File: src/rtl/fetch_unit.sv
// ---------------------------------------------------------------------------
// fetch_unit
//
// Instruction-fetch stage that sits directly upstream of the instruction
// memory. It owns the program counter, which is a word index that advances by
// one per instruction, and drives that counter into the memory. The memory
// reads on the negedge. The returned word is captured on the next posedge into
// the IF/ID register, together with the PC that produced it.
//
// The stage handles stalls from decode and branch/jump redirects. It halts
// when fetch runs past the last memory word.
//
// Build option:
//   FETCH_PERF_EN  When defined, adds the FetchCount and BubbleCount
//                  performance counters.
//
// Parameters:
//   RESET_PC      PC loaded on reset (word index)
//   MEM_DEPTH     number of instruction words; legal PC range 0..MEM_DEPTH-1
//
// Ports:
//   Clk           in   1   clock; all state changes on posedge
//   Reset         in   1   synchronous reset, active-high
//   Stall         in   1   hold PC and IF/ID contents (hazard from decode)
//   BranchTaken   in   1   redirect to BranchTarget this cycle
//   BranchTarget  in   32  branch target word index
//   Jump          in   1   redirect to JumpTarget (wins over BranchTaken)
//   JumpTarget    in   32  jump target word index
//   InstrIn       in   32  memory word for the current PC
//   PC            out  32  current fetch PC, fed to memory
//   IfIdInstr     out  32  captured instruction
//   IfIdPC        out  32  PC of the captured instruction
//   IfIdValid     out  1   IF/ID holds a real instruction
//   Halted        out  1   fetch FSM is in HALT
//   FetchCount    out  32  (FETCH_PERF_EN) number of advance edges
//   BubbleCount   out  32  (FETCH_PERF_EN) edges that loaded IfIdValid=0
// ---------------------------------------------------------------------------
module fetch_unit #(
  parameter logic [31:0] RESET_PC  = 32'd0,
  parameter int unsigned MEM_DEPTH = 32
) (
  input  logic        Clk,
  input  logic        Reset,
  input  logic        Stall,
  input  logic        BranchTaken,
  input  logic [31:0] BranchTarget,
  input  logic        Jump,
  input  logic [31:0] JumpTarget,
  input  logic [31:0] InstrIn,
  output logic [31:0] PC,
  output logic [31:0] IfIdInstr,
  output logic [31:0] IfIdPC,
  output logic        IfIdValid,
`ifdef FETCH_PERF_EN
  output logic [31:0] FetchCount,
  output logic [31:0] BubbleCount,
`endif
  output logic        Halted
);

  // FSM encoding
  localparam logic ST_RUN  = 1'b0;
  localparam logic ST_HALT = 1'b1;

  // Address bounds, expressed at the PC width
  localparam logic [31:0] DEPTH_W = 32'(MEM_DEPTH);
  localparam logic [31:0] LAST_PC = 32'(MEM_DEPTH - 1);

  // State registers
  logic        r_state;
  logic [31:0] r_pc;
  logic [31:0] r_ifid_instr;
  logic [31:0] r_ifid_pc;
  logic        r_ifid_valid;

  // Next-state values and decoded per-edge actions
  logic        w_redirect;
  logic [31:0] w_target;
  logic        w_advance;
  logic        w_state_next;
  logic [31:0] w_pc_next;
  logic [31:0] w_ifid_instr_next;
  logic [31:0] w_ifid_pc_next;
  logic        w_ifid_valid_next;

  // Jump has priority over a simultaneous taken branch.
  assign w_redirect = Jump | BranchTaken;
  assign w_target   = Jump ? JumpTarget : BranchTarget;

  // Advancing happens only in RUN, with no redirect and no stall.
  assign w_advance  = !w_redirect && (r_state == ST_RUN) && !Stall;

  always_comb begin
    w_state_next      = r_state;
    w_pc_next         = r_pc;
    w_ifid_instr_next = r_ifid_instr;
    w_ifid_pc_next    = r_ifid_pc;
    w_ifid_valid_next = r_ifid_valid;

    if (w_redirect) begin
      // Squash the wrong-path fetch. An out-of-range target parks the FSM
      // in HALT, with the PC left at the target for visibility. IF/ID
      // contents are don't-care here, so they are left untouched.
      w_pc_next         = w_target;
      w_ifid_valid_next = 1'b0;
      w_state_next      = (w_target < DEPTH_W) ? ST_RUN : ST_HALT;
    end else if (r_state == ST_HALT) begin
      // Stall is ignored while halted; only the valid bit drops.
      w_ifid_valid_next = 1'b0;
    end else if (!Stall) begin
      w_ifid_instr_next = InstrIn;
      w_ifid_pc_next    = r_pc;
      w_ifid_valid_next = 1'b1;
      if (r_pc == LAST_PC) begin
        // The last word has been fetched. Do not wrap to 0.
        w_state_next = ST_HALT;
      end else begin
        w_pc_next = r_pc + 32'd1;
      end
    end
    // A stall in RUN holds everything: the defaults above cover it.
  end

  always_ff @(posedge Clk) begin
    if (Reset) begin
      r_state      <= ST_RUN;
      r_pc         <= RESET_PC;
      r_ifid_instr <= 32'd0;
      r_ifid_pc    <= 32'd0;
      r_ifid_valid <= 1'b0;
    end else begin
      r_state      <= w_state_next;
      r_pc         <= w_pc_next;
      r_ifid_instr <= w_ifid_instr_next;
      r_ifid_pc    <= w_ifid_pc_next;
      r_ifid_valid <= w_ifid_valid_next;
    end
  end

`ifdef FETCH_PERF_EN
  // Performance counters. A bubble is any edge that loads IfIdValid=0,
  // which covers redirects and edges spent in HALT. Stall edges count as
  // neither a fetch nor a bubble. Both counters wrap naturally at 2^32.
  logic [31:0] r_fetch_count;
  logic [31:0] r_bubble_count;
  logic        w_bubble;

  assign w_bubble = w_redirect || (r_state == ST_HALT);

  always_ff @(posedge Clk) begin
    if (Reset) begin
      r_fetch_count  <= 32'd0;
      r_bubble_count <= 32'd0;
    end else begin
      if (w_advance) begin
        r_fetch_count <= r_fetch_count + 32'd1;
      end
      if (w_bubble) begin
        r_bubble_count <= r_bubble_count + 32'd1;
      end
    end
  end

  assign FetchCount  = r_fetch_count;
  assign BubbleCount = r_bubble_count;
`else
  // Without the counters, w_advance is only used for documentation of
  // intent; keep it referenced so the default build has no dangling net.
  logic w_unused;
  assign w_unused = w_advance;
`endif

  assign PC        = r_pc;
  assign IfIdInstr = r_ifid_instr;
  assign IfIdPC    = r_ifid_pc;
  assign IfIdValid = r_ifid_valid;
  assign Halted    = (r_state == ST_HALT);

endmodule

File: config.mk
export PLATFORM = sky130hd
export DESIGN_NAME = fetch_unit
export DESIGN_NICKNAME = d
export VERILOG_FILES = /design/src/rtl/fetch_unit.sv
export SDC_FILE = /design/constraint.sdc
export NUM_CORES = 1
export LEC_CHECK = 0
export CORE_MARGIN = 5
export CORE_UTILIZATION = 42
export CTS_CLUSTER_SIZE = 28
export DETAILED_ROUTE_END_ITERATION = 8
export GPL_ROUTABILITY_DRIVEN = 0
export PLACE_DENSITY = 0.8
export SLEW_MARGIN = 20
export SYNTH_ARGS = -nofsm -noshare
export SYNTH_HDL_FRONTEND = slang
export SYNTH_SLANG_ARGS = --single-unit
File: constraint.sdc
create_clock -name Clk -period 2.7 [get_ports Clk]
set_input_delay 0.405 -clock Clk [delete_from_list [all_inputs] [get_ports Clk]]
set_output_delay 0.405 -clock Clk [all_outputs]
set_load 0.01 [all_outputs]
---- Word-level counts from Yosys, hierarchy flattened ----
Index checks and enable logic that the tools add are counted.
W data, S select, Z words.
storage, ports and cells
  register bits after elaboration ......... 98
  bits in latches ......................... 0
  memory bits (writable) .................. 0
  bits in read-only memories .............. 0
  bits of input ports ..................... 101
  output and inout port bits .............. 98
  logic and storage cells ................. 28
  memories ................................ 0
cells by class
  add/subtract/negate cells ............... 1
  multipliers ............................. 0
  divide/modulo/power cells ............... 0
  magnitude comparators ................... 1
  equal/unequal tests ..................... 4
  shift-type cells ........................ 0
  multiplexer cells ....................... 10
  bitwise gates (word level) .............. 4
  reductions and logical operators ........ 3
operators with widths
  cell                     number
  $mux W32                 5
  $add A32 B1 Y32 const B  1
  $eq A32 B5 Y1 const B    1
  $lt A32 B6 Y1 const B    1
  $reduce_and A3 Y1        2
  $mux W1                  5
  $ne A2 B1 Y1 const B     2
  $not A1 Y1               3
  $reduce_or A3 Y1         1
  $ne A2 B2 Y1 const B     1
  $or A1 B1 Y1             1

---- Logic depth before layout (Yosys ltp) ----
Gate-level depths: netlist of run 1.
  depth in word-level cells ............... 5
  gate-level depth with buffers ........... 8
  mapped depth without buffers ............ 7

---- Least setup slack after synthesis of run 1 ----
No wires, ideal clock.
  path type ............................... reg-to-reg
  start point ............................. register r_pc[5], in the netlist PC[5]
  end point ............................... register r_pc[31], in the netlist PC[31]
  setup time .............................. 127 ps
  data arrival time ....................... 2041 ps
  required time ........................... 2573 ps
  setup slack ............................. 532 ps
  stages on the path, launching flop included .. 8
  path buffers ............................ 1
  clock period less this slack ............ 2168 ps
  path through ............................ dfxtp_1 > buf_2 > nand4_4 > nor4_4 > nand2_2 > or4_4 > nand3_2 > or3b_1
on the way
  word-level cells in the longest chain between the ends .. 5
  elaborated cells between the ends (all ways) .. 8
  those cells by class .................... add/sub (1); eq/ne (2); mux (4); reduce/logical (1)
RTL lines
  what                      line  text
  start: declaration        71    logic [31:0] r_pc;
  start signal: assignment  133   r_pc <= w_pc_next;
  $add A32 B1 Y32           118   w_pc_next = r_pc + 32'd1;
  $mux W32                  114   if (r_pc == LAST_PC) begin
  $mux W32                  110   end else if (!Stall) begin
  $mux W32                  107   end else if (r_state == ST_HALT) begin
  $mux W32                  100   if (w_redirect) begin
Several ways; a longest one is shown, not always the timed one. The select of a mux whose other input is x is not followed.
A chain may end at the register's enable or synchronous reset.

---- Worst setup path in the final report of run 1 ----
  start point ............................. register r_pc[25], in the netlist PC[25]
  end point ............................... register r_pc[8], in the netlist PC[8]
on the way
  word-level cells in the longest chain between the ends .. 3
RTL lines
  what                         line
  $eq A32 B5 Y1                114
  $ne A2 B2 Y1 (no line)       -
  $reduce_and A3 Y1 (no line)  -
Every way passes these cells.

==> results of run 1 <==
-- worst paths after layout --
kind,startpoint,cells after the start,end
hold reg to reg,IfIdPC[6],2,IfIdPC[6]
setup / recovery,PC[25],7,PC[8]
setup reg to reg,PC[25],7,PC[8]
hold / removal,IfIdPC[6],2,IfIdPC[6]
-- registers in the layout, summed over array words and instances (netlist names) --
register	flops
PC	32
IfIdPC	32
IfIdInstr	32
Halted	1
IfIdValid	1
-- metal layers --
metal,share of wire,up-vias,track usage
met4,0.035,0,0.112
met3,0.098,71,0.0588
met1,0.40,2409,0.312
met2,0.47,320,0.418
met5,0,-,0
li1,-,2467,-
-- where the power goes --
part	internal, mW	total [mW]	switching [mW]
Clock	0.441	0.979	0.539
Sequential	1.50	1.58	0.0781
Combinational	0.337	0.619	0.281
-- logic make-up after synthesis --
kind of cell / count (synthesis) / synth area share
AND/OR/NAND/NOR: 265 / 0.275
AO/OA/AOI/OAI: 153 / 0.203
flip-flops: 98 / 0.438
buffers and inverters: 42 / 0.0375
XOR/XNOR: 19 / 0.0372
multiplexers: 3 / 0.00671
adder cells (fa/ha/maj): 1 / 0.00280
-- through the flow --
stage / std cells / setup WS [ps]
CTS: 926 / 330
finish: 926 / 292
global placement: 910 / 428
floorplan: 581 / 532
detailed placement: 910 / 306
global route: 926 / 112
-- layout by cell type (no fill, tap or decap), types with 3 or more instances in the layout --
master           instances
or2_2                    4
inv_1                    5
and4_1                   3
nand2_1                157
nor2_1                  24
nor2b_1                  4
a21oi_1                 76
nor3_1                  17
and3_1                   3
o21ai_0                 12
nand4_1                 13
mux2i_1                  3
dfxtp_1                 98
a211oi_1                16
a22oi_1                  6
nand3_1                  7
xnor2_1                 13
clkdlybuf4s50_1        197
o22ai_1                 22
or4_1                    4
a31oi_1                  4
o211ai_1                 5
nor4_1                  14
clkbuf_8                 9
xor2_1                   6
buf_4                   33
-- area by class of cell --
type	count	share of cell area
Sequential cell	98	0.283
Multi-Input combinational cell	441	0.340
Tap cell	136	0.0246
Clock inverter	6	0.0107
Clock buffer	10	0.0184
Timing Repair Buffer	230	0.321
Inverter	5	0.00271
-- tightest hold or removal path, stage by stage (launching register included) --
cell and delay, ps:
dfxtp_1 320, nand2_1 50, a21oi_1 50
==> metrics.md, run 1 <==
| Metric | Value |
|---|---|
| Fin util | 0.668 |
| Largest stage delay, worst path | between 500 and 600 ps |
| Final setup viols | 0 |
| Slew Limit Fails | 0 |
| Status | finished, final reports clean |
| Latest clock arrival within the worst-skew pair | 370 ps |
| Placed Area | 0.00672 mm^2 |
| Ys flop type | dfxtp_1 |
| Period Utilization, post-route | 0.892 |
| Minimum hold slack | about 460 ps |
| Nets | 887 |
| Crit-path slowest cell | o21ai_1 |
| Commonest cells in the netlist | nand2_1, dfxtp_1, a21oi_1 |
| Final non-filler cell area | 0.00693 mm^2 |
| Multi-input logic area | 0.00235 mm^2 |
| Vias in the first global route | around 5.2k |
| First-pass GRT wire length | 26300 um |
| Crit-path max FO | 9 |
| Gr ovfl total | 0 |
| PostCTS Resize Cnt | 0 |
| CTS Root Cell | clkbuf_8 |
| Crit-path cells | nor4_1, nand4_1, o21ai_1, buf_4, nor3_1, xnor2_1, a211oi_1 |
| Unrepaired setup endpoints after global routing | false |
| WP buf/inv | 1 |
| Crit path required time | 2970 ps |
| Worst setup SP type | flop |
| DP Wirelength | 12700 um |
| Crit Path Class | reg2reg |
| Max frequency | 0.415 GHz |
| Post-route total power | 3.18 mW |
| Top cell type's share of synthesized area | 0.438 |
| Tmin final | 2410 ps |
| Area Growth Syn to Fin | 54.7% |
| CTS Hold Bufs | 0 |
| Fill cells | 862 |
| I/O Buffers | 198 |
| Vias per cell | 5.69 |
| Core area | 0.0104 mm^2 |
| TritonCTS Sinks | between 90 and 100 |
| Relative slew slack | 0.562 |
| LEAKAGE | about 2.3 nW |
| TNS Setup | 0 ps |
| Total CTS buffers | 9 |
| Worst Skew | roughly 14 ps |
| Row count | 37 |
| Avg Inst Size Synth | 7.70 um^2 |
| Largest net degree at the start of global routing | 56 |
| Synth cell types | 50 |
| Routed WL per cell | 18.2 um |
| Worst Setup End Kind | flop |
| Share of layout cells above drive strength 1 | 0.0785 |
| Drt pass-1 iters | 8 |
| Count leader, synth | nand2_1 |
| DR vias | 5267 |
| GRT Total Usage | 0.252 |
| Synth Register Bits | 98 |
| Synth Cell Area | between 0.004 and 0.005 mm^2 |
| Yosys warning count | 0 |
| Worst-Margin Slew | 653 ps |
| H-tree Lvls | 3 |
| CP delay by family, top | compound AO/OA/AOI/OAI gates |
| Worst EP arrival | 2680 ps |
| Horiz. Die Dim | 113 um |
| Initial Util | 0.432 |
| Register area | 0.00196 mm^2 |
| EDFF count, synth | 0 |
| CTS max path bufs | 2 |
| Area leader, netlist | dfxtp_1 |
| Final antenna-violating net count | 0 |
| Initial antenna violation count | 0 |
| Die height | between 100 and 150 um |
| PD cells | 459 mW/mm^2 |
| Hold crit path type | reg2reg |
| Setup Buffers After CTS | 0 |
| Synth area leaders | dfxtp_1, nand2_1, a21oi_1 |
| Max-cap violations | 0 |
| Syn Inst Count | 581 |
| CTS tree | yes |
| Ys async rst share | 0 |
| Final wirelength | 16900 um |
| Peak supply drop | 0.257 mV |
| # IOs | about 200 |
| DRC | 0 |
| Clk pin slew, worst setup/hold paths | 100 ps |
| Hold Vio Cnt, Final | 0 |
| Reg2Reg Setup Slack | ~300 ps |
| Seq/Total Area, Yosys | 0.438 |
| Iter 0 DRT Violations | 572 |
| Diodes inserted | 0 |
| Full die area | 0.0128 mm^2 |
| Syn nets | 683 |
Power figures use the tool's default switching activity.
==> inputs of run 2 (changes only) <==
Settings changed: CORE_MARGIN 5 to not set.
==> run 2 against run 1 <==
Net effect: core utilization grew 0.29 points; global-route usage grew 2.9 points; clock skew shrank 3.4 ps.
==> metrics.md, run 2 (synthesized netlist as in run 1, its figures left out) <==
| Metric | Value |
|---|---|
| Worst Hold Depth | 2 (unchanged) |
| Post-route total power | 3.09 mW (-2.9%) |
| CTS max path bufs | 2 (unchanged) |
| Tmin final | 2390 ps (-20.8 ps) |
| Iter 0 DRT Violations | 396 (-31%) |
| Hold crit path type | reg2reg |
| Vias per cell | 5.63 (-0.96%) |
| Setup Buffers After CTS | 0 (unchanged) |
| Share of layout cells above drive strength 1 | 0.0774 (-0.00107) |
| Reg2Reg Setup Slack | 310 ps (+20 ps) |
| Hold Vio Cnt, Final | 0 (unchanged) |
| Crit Path Class | reg2reg |
| Initial antenna violation count | 0 (unchanged) |
| Status | finished, final reports clean |
| Max-cap violations | 0 (unchanged) |
| Routed WL per cell | 16.8 um (-7.7%) |
| Worst Skew | 10.9 ps (-3.35 ps) |
| Final antenna-violating net count | 0 (unchanged) |
| Total CTS buffers | 9 (unchanged) |
| Worst path depth | 8 (+1) |
| Latest clock arrival within the worst-skew pair | 360 ps (about the same) |
| Row count | 37 (unchanged) |
| Horiz. Die Dim | 105 um (-7.1%) |
| First-pass GRT wire length | 24900 um (-5.5%) |
| Final setup viols | 0 (unchanged) |
| Diodes inserted | 0 (unchanged) |
| Crit-path cells | ha_1, and4_1, nand4_1, o21ai_1, buf_4, nor3_1, xnor2_1, a211oi_1 |
| Crit-path slowest cell | o21ai_1 |
| Worst Setup End Kind | flop |
| H-tree Lvls | 3 (unchanged) |
| # IOs | 199 (unchanged) |
| PD cells | 446 mW/mm^2 (-2.9%) |
| Finished Layout Cells | 924 (-0.22%) |
| Unrepaired setup endpoints after global routing | false |
| I/O Buffers | 198 (unchanged) |
| Drt pass-1 iters | 8 (unchanged) |
| Period Utilization, post-route | 0.884 (-0.00769) |
| Nets | 885 (-0.23%) |
| R2R depth | 8 (+1) |
| PostCTS Resize Cnt | 0 (unchanged) |
| TritonCTS Sinks | 98 (unchanged) |
| Commonest cells after routing, fill and taps aside | clkdlybuf4s50_1, nand2_1, dfxtp_1 |
| DP Wirelength | 11800 um (-7.2%) |
| Relative slew slack | 0.581 (+0.0196) |
| Fin util | 0.671 (+0.00287) |
| Max frequency | 0.419 GHz (+0.87%) |
| CP delay by family, top | compound AO/OA/AOI/OAI gates |
| WP buf/inv | 1 (unchanged) |
| Worst setup SP type | flop |
| Crit path required time | 2970 ps (about the same) |
| Initial Util | 0.434 (+0.00194) |
| Peak supply drop | 0.292 mV (+13%) |
| Full die area | 0.0111 mm^2 (-14%) |
| Slew Limit Fails | 0 (unchanged) |
| Area Growth Syn to Fin | 54.7% (about the same) |
| Minimum hold slack | 459 ps (+0.0450 ps) |
| Core area | 0.0103 mm^2 (-0.45%) |
| DRC | 0 (unchanged) |
| GRT Total Usage | 0.281 (+0.0293) |
| CTS Root Cell | clkbuf_8 |
| Worst-Margin Slew | 628 ps (-25.0 ps) |
| DR vias | 5205 (-1.2%) |
| Largest net degree at the start of global routing | 62 (+11%) |
| LEAKAGE | 2.32 nW (about the same) |
| CTS tree | yes |
| Worst EP arrival | 2660 ps (-20 ps) |
| Largest stage delay, worst path | 490 ps (-90 ps) |
| Clk pin slew, worst setup/hold paths | 100 ps (about the same) |
| Final wirelength | 15500 um (-7.9%) |
| Commonest non-fill, non-tap cell in the layout | clkdlybuf4s50_1 |
| Cells after DPL | 908 (-0.22%) |
| CTS Hold Bufs | 0 (unchanged) |
| Gr ovfl total | 0 (unchanged) |
| Die height | 105 um (-7.1%) |
| TNS Setup | 0 ps (unchanged) |
| Crit-path max FO | 7 (-2) |
| Vias in the first global route | 4981 (-4.2%) |
-- run 2: cell types whose count changed in the layout (fill, tap and decap cells not counted), sizes merged --
cell	delta
buf	-2
inv	-1
clkbuf	-1
bufinv	-1
clkinv	+4
clkinvlp	-1
-- run 2: worst min-delay path, delay by kind of cell, from the launching register on --
family,cells,cell delay [ps]
flip-flops,1,320
AND/OR/NAND/NOR,1,50
AO/OA/AOI/OAI,1,50
-- run 2: worst paths after layout --
kind,startpoint,end
setup reg to reg,PC[1],PC[10]
hold reg to reg,IfIdInstr[20],IfIdInstr[20]
setup / recovery,PC[1],PC[10]
hold / removal,IfIdInstr[20],IfIdInstr[20]
-- run 2: area by class of cell --
| cell class | instances | area [um^2] |
|---|---|---|
| repair buffers | 228 | 2230 |
| clock inverters | 7 | 66.3 |
| flip-flops and latches | 98 | 1960 |
| fillers | 875 | 3400 |
| clock buffers | 9 | 124 |
| inverters | 5 | 18.8 |
| well taps | 136 | 170 |
| multi-input cells | 441 | 2350 |
-- run 2: per-layer routing --
| metal | wire, um | GRT usage | up-vias |
|---|---|---|---|
| li1 | - | - | 2464 |
| met2 | 7290 | 0.460 | 298 |
| met1 | 6330 | 0.358 | 2401 |
| met3 | 1410 | 0.0563 | 42 |
| met5 | 0 | 0 | - |
| met4 | 495 | 0.126 | 0 |
-- run 2: power breakdown --
part,switching (mW),internal [mW],leakage [nW]
logic,0.272,0.335,1.42
registers,0.0790,1.50,0.800
clock network,0.546,0.352,0.0941
total,0.897,2.19,2.32
-- run 2: stage by stage --
step           setup WS (ps)  area (um^2)
6_report                 313         6920
5_1_grt                 43.3         6920
4_1_cts                  347         6920
3_5_place_dp             367         6730
3_3_place_gp             409         6730
2_1_floorplan            532         4480
==> inputs of run 3 (changes only) <==
Settings changed: ABC_AREA set to 1, CORE_UTILIZATION 42 to 45, GPL_ROUTABILITY_DRIVEN 0 to not set, PLACE_DENSITY 0.8 to 0.82, SETUP_SLACK_MARGIN set to 0.4.
==> run 3 against run 2 <==
Net effect: sequential power increased by 3%; synthesized area increased by 17%; cell count increased by 27%; maximum frequency increased by 14%; register-to-register slack improved by 290 ps; largest cell class unchanged; global-route usage increased by 1.9 points; largest power group unchanged; sequential share of layout area decreased by 2.6 points.
==> metrics.md, run 3 <==
| Metric | Value |
|---|---|
| Avg Inst Size Synth | 6.24 um^2 (-19%) |
| Horiz. Die Dim | 110 um (+4.4%) |
| Initial antenna violation count | 0 (unchanged) |
| TritonCTS Sinks | 98 (unchanged) |
| Row count | 39 (+5.4%) |
| # IOs | 199 (unchanged) |
| Top cell type's share of synthesized area | 0.374 (-0.0640) |
| LEAKAGE | 3.12 nW (+35%) |
| Status | finished, final reports clean |
| Unrepaired setup endpoints after global routing | false |
| Gr ovfl total | 0 (unchanged) |
| Max frequency | 0.477 GHz (+14%) |
| Synth area leaders | dfxtp_1, nand2_1, nor2_1 |
| Max-cap violations | 0 (unchanged) |
| Final antenna-violating net count | 0 (unchanged) |
| Core area | 0.0114 mm^2 (+10%) |
| Seq/Total Area, Yosys | 0.374 (-0.0640) |
| Worst setup SP type | flop |
| Commonest cells in the netlist | nand2_1, nor2_1, dfxtp_1 |
| Nets | 1124 (+27%) |
| GRT Total Usage | 0.300 (+0.0190) |
| Diodes inserted | 0 (unchanged) |
| Worst slack, placed | 379 ps (+11.8 ps) |
| Worst-Margin Slew | 615 ps (-12.9 ps) |
| Commonest non-fill, non-tap cell in the layout | nand2_1 |
| Cells after DPL | 1154 (+27%) |
| Worst EP arrival | 2340 ps (-320 ps) |
| Routed WL per cell | 14.8 um (-12%) |
| I/O Buffers | 198 (unchanged) |
| PostCTS Resize Cnt | 0 (unchanged) |
| Crit Path Class | reg2reg |
| Final wirelength | 17300 um (+11%) |
| Ys async rst share | 0 (unchanged) |
| Worst Setup End Kind | flop |
| TNS Setup | 0 ps (unchanged) |
| CTS Hold Bufs | 0 (unchanged) |
| Fin util | 0.672 (+0.000912) |
| Crit path required time | 2950 ps (-20 ps) |
| Clk pin slew, worst setup/hold paths | 70 ps (-30 ps) |
| EDFF count, synth | 0 (unchanged) |
| Area leader, netlist | dfxtp_1 |
| Hold crit path type | reg2reg |
| Iter 0 DRT Violations | 457 (+15%) |
| Final setup viols | 0 (unchanged) |
| Period Utilization, post-route | 0.776 (-0.108) |
| Synth Cell Area | 0.00524 mm^2 (+17%) |
| Fill cells | 1037 (+19%) |
| Share of layout cells above drive strength 1 | 0.0574 (-0.0200) |
| Synth Register Bits | 98 (unchanged) |
| CTS max path bufs | 2 (unchanged) |
| PD cells | 493 mW/mm^2 (+11%) |
| CTS tree | yes |
| Die height | 110 um (+4.4%) |
| DRC | 0 (unchanged) |
| First-pass GRT wire length | 27600 um (+11%) |
| Hold Vio Cnt, Final | 0 (unchanged) |
| Crit-path max FO | 21 (+14) |
| Relative slew slack | 0.590 (+0.00859) |
| Syn Inst Count | 840 (+45%) |
| DP Wirelength | 12800 um (+8.6%) |
| Initial Util | 0.461 (+0.0274) |
| Largest net degree at the start of global routing | 69 (+11%) |
| Peak supply drop | 0.512 mV (+76%) |
| Ys flop type | dfxtp_1 |
| Finished Layout Cells | 1170 (+27%) |
| Yosys warning count | 0 (unchanged) |
| H-tree Lvls | 3 (unchanged) |
| Vias per cell | 5.20 (-7.7%) |
| DR vias | 6081 (+17%) |
| Drt pass-1 iters | 5 (-3) |
| Tmin final | 2100 ps (-291 ps) |
| GP Congestion | 0.926 |
| Latest clock arrival within the worst-skew pair | 360 ps (about the same) |
| Post-route total power | 3.76 mW (+22%) |
| Synth cell types | 32 (-36%) |
| Count leader, synth | nand2_1 |
| Total CTS buffers | 9 (unchanged) |
| CTS Root Cell | clkbuf_16 |
| Final WS setup | 603 ps (+291 ps) |
| Setup Buffers After CTS | 0 (unchanged) |
| Vias in the first global route | 5705 (+15%) |
| Worst Skew | 7.39 ps (-3.52 ps) |
| Slew Limit Fails | 0 (unchanged) |
| Area Growth Syn to Fin | 45.7% |
| Full die area | 0.0121 mm^2 (+9.1%) |
| Syn nets | 942 (+38%) |
| Commonest cells after routing, fill and taps aside | nand2_1, clkdlybuf4s50_1, nor2_1 |
[run 3: changes by cell type in the layout (fill, tap and decap cells not counted), moves of 13 or more]
| cell | previous run | this run |
|---|---|---|
| nor2_1 | 24 | 186 |
| o21ai_0 | 12 | 92 |
| nand2_1 | 157 | 220 |
| inv_1 | 5 | 47 |
| nand3_1 | 7 | 44 |
| a21oi_1 | 76 | 42 |
| o22ai_1 | 22 | 0 |
| buf_4 | 29 | 11 |
| a211oi_1 | 16 | 0 |
| nor4_1 | 14 | 0 |
| xnor2_1 | 13 | 0 |
[run 3: final cells by class]
class                   count  area (um^2)  area share
clock buffers              10          229      0.0300
clock inverters             6         90.1      0.0118
inverters                  51          191      0.0251
multi-input cells         652         2900       0.380
flip-flops and latches     98         1960       0.257
well taps                 143          179      0.0234
repair buffers            210         2080       0.273
[run 3: kinds of logic (layout without fill, tap and decap cells)]
group	Yosys count	in the layout	share of synthesized area
AND/OR/NAND/NOR	499	499	0.396
AO/OA/AOI/OAI	145	145	0.144
flip-flops	98	98	0.374
buffers and inverters	90	277	0.0721
XOR/XNOR	6	6	0.0100
adder cells (fa/ha/maj)	1	1	0.00239
multiplexers	1	1	0.00191
[run 3: per-layer routing]
metal / share of wire / global-route usage / vias to the layer above
met5: 0 / 0 / -
met3: 0.083 / 0.0877 / 36
met2: 0.47 / 0.491 / 259
met4: 0.030 / 0.136 / 0
met1: 0.42 / 0.362 / 2736
li1: - / - / 3050
[run 3: power breakdown]
group | internal (mW) | switching [mW] | total [mW]
Sequential | 1.52 | 0.102 | 1.63
Clock | 0.817 | 0.588 | 1.41
Combinational | 0.381 | 0.353 | 0.733
[run 3: worst max-delay path: stages (launching register included)]
cell	delay, ps
dfxtp_1	500
inv_1	180
nor2_1	120
nand2_1	50
nor2_1	110
nand2_1	70
nor2_2	130
nor2_2	90
nor2_4	470
nand2_1	100
nand3_1	110
nor2_1	50
[run 3: metrics by stage]
step	hold WS [ps]	cell area, um^2
2_1_floorplan	530	5240
4_1_cts	518	7640
3_5_place_dp	501	7320
5_1_grt	557	7640
6_report	516	7640
3_3_place_gp	490	7320
[run 3: final timing paths]
path,from,endpoint,slack [ps],cells after the start
setup / recovery,PC[4],PC[27],600,11
hold / removal,IfIdInstr[30],IfIdInstr[30],520,2
setup reg to reg,PC[4],PC[27],600,11
hold reg to reg,IfIdInstr[30],IfIdInstr[30],520,2
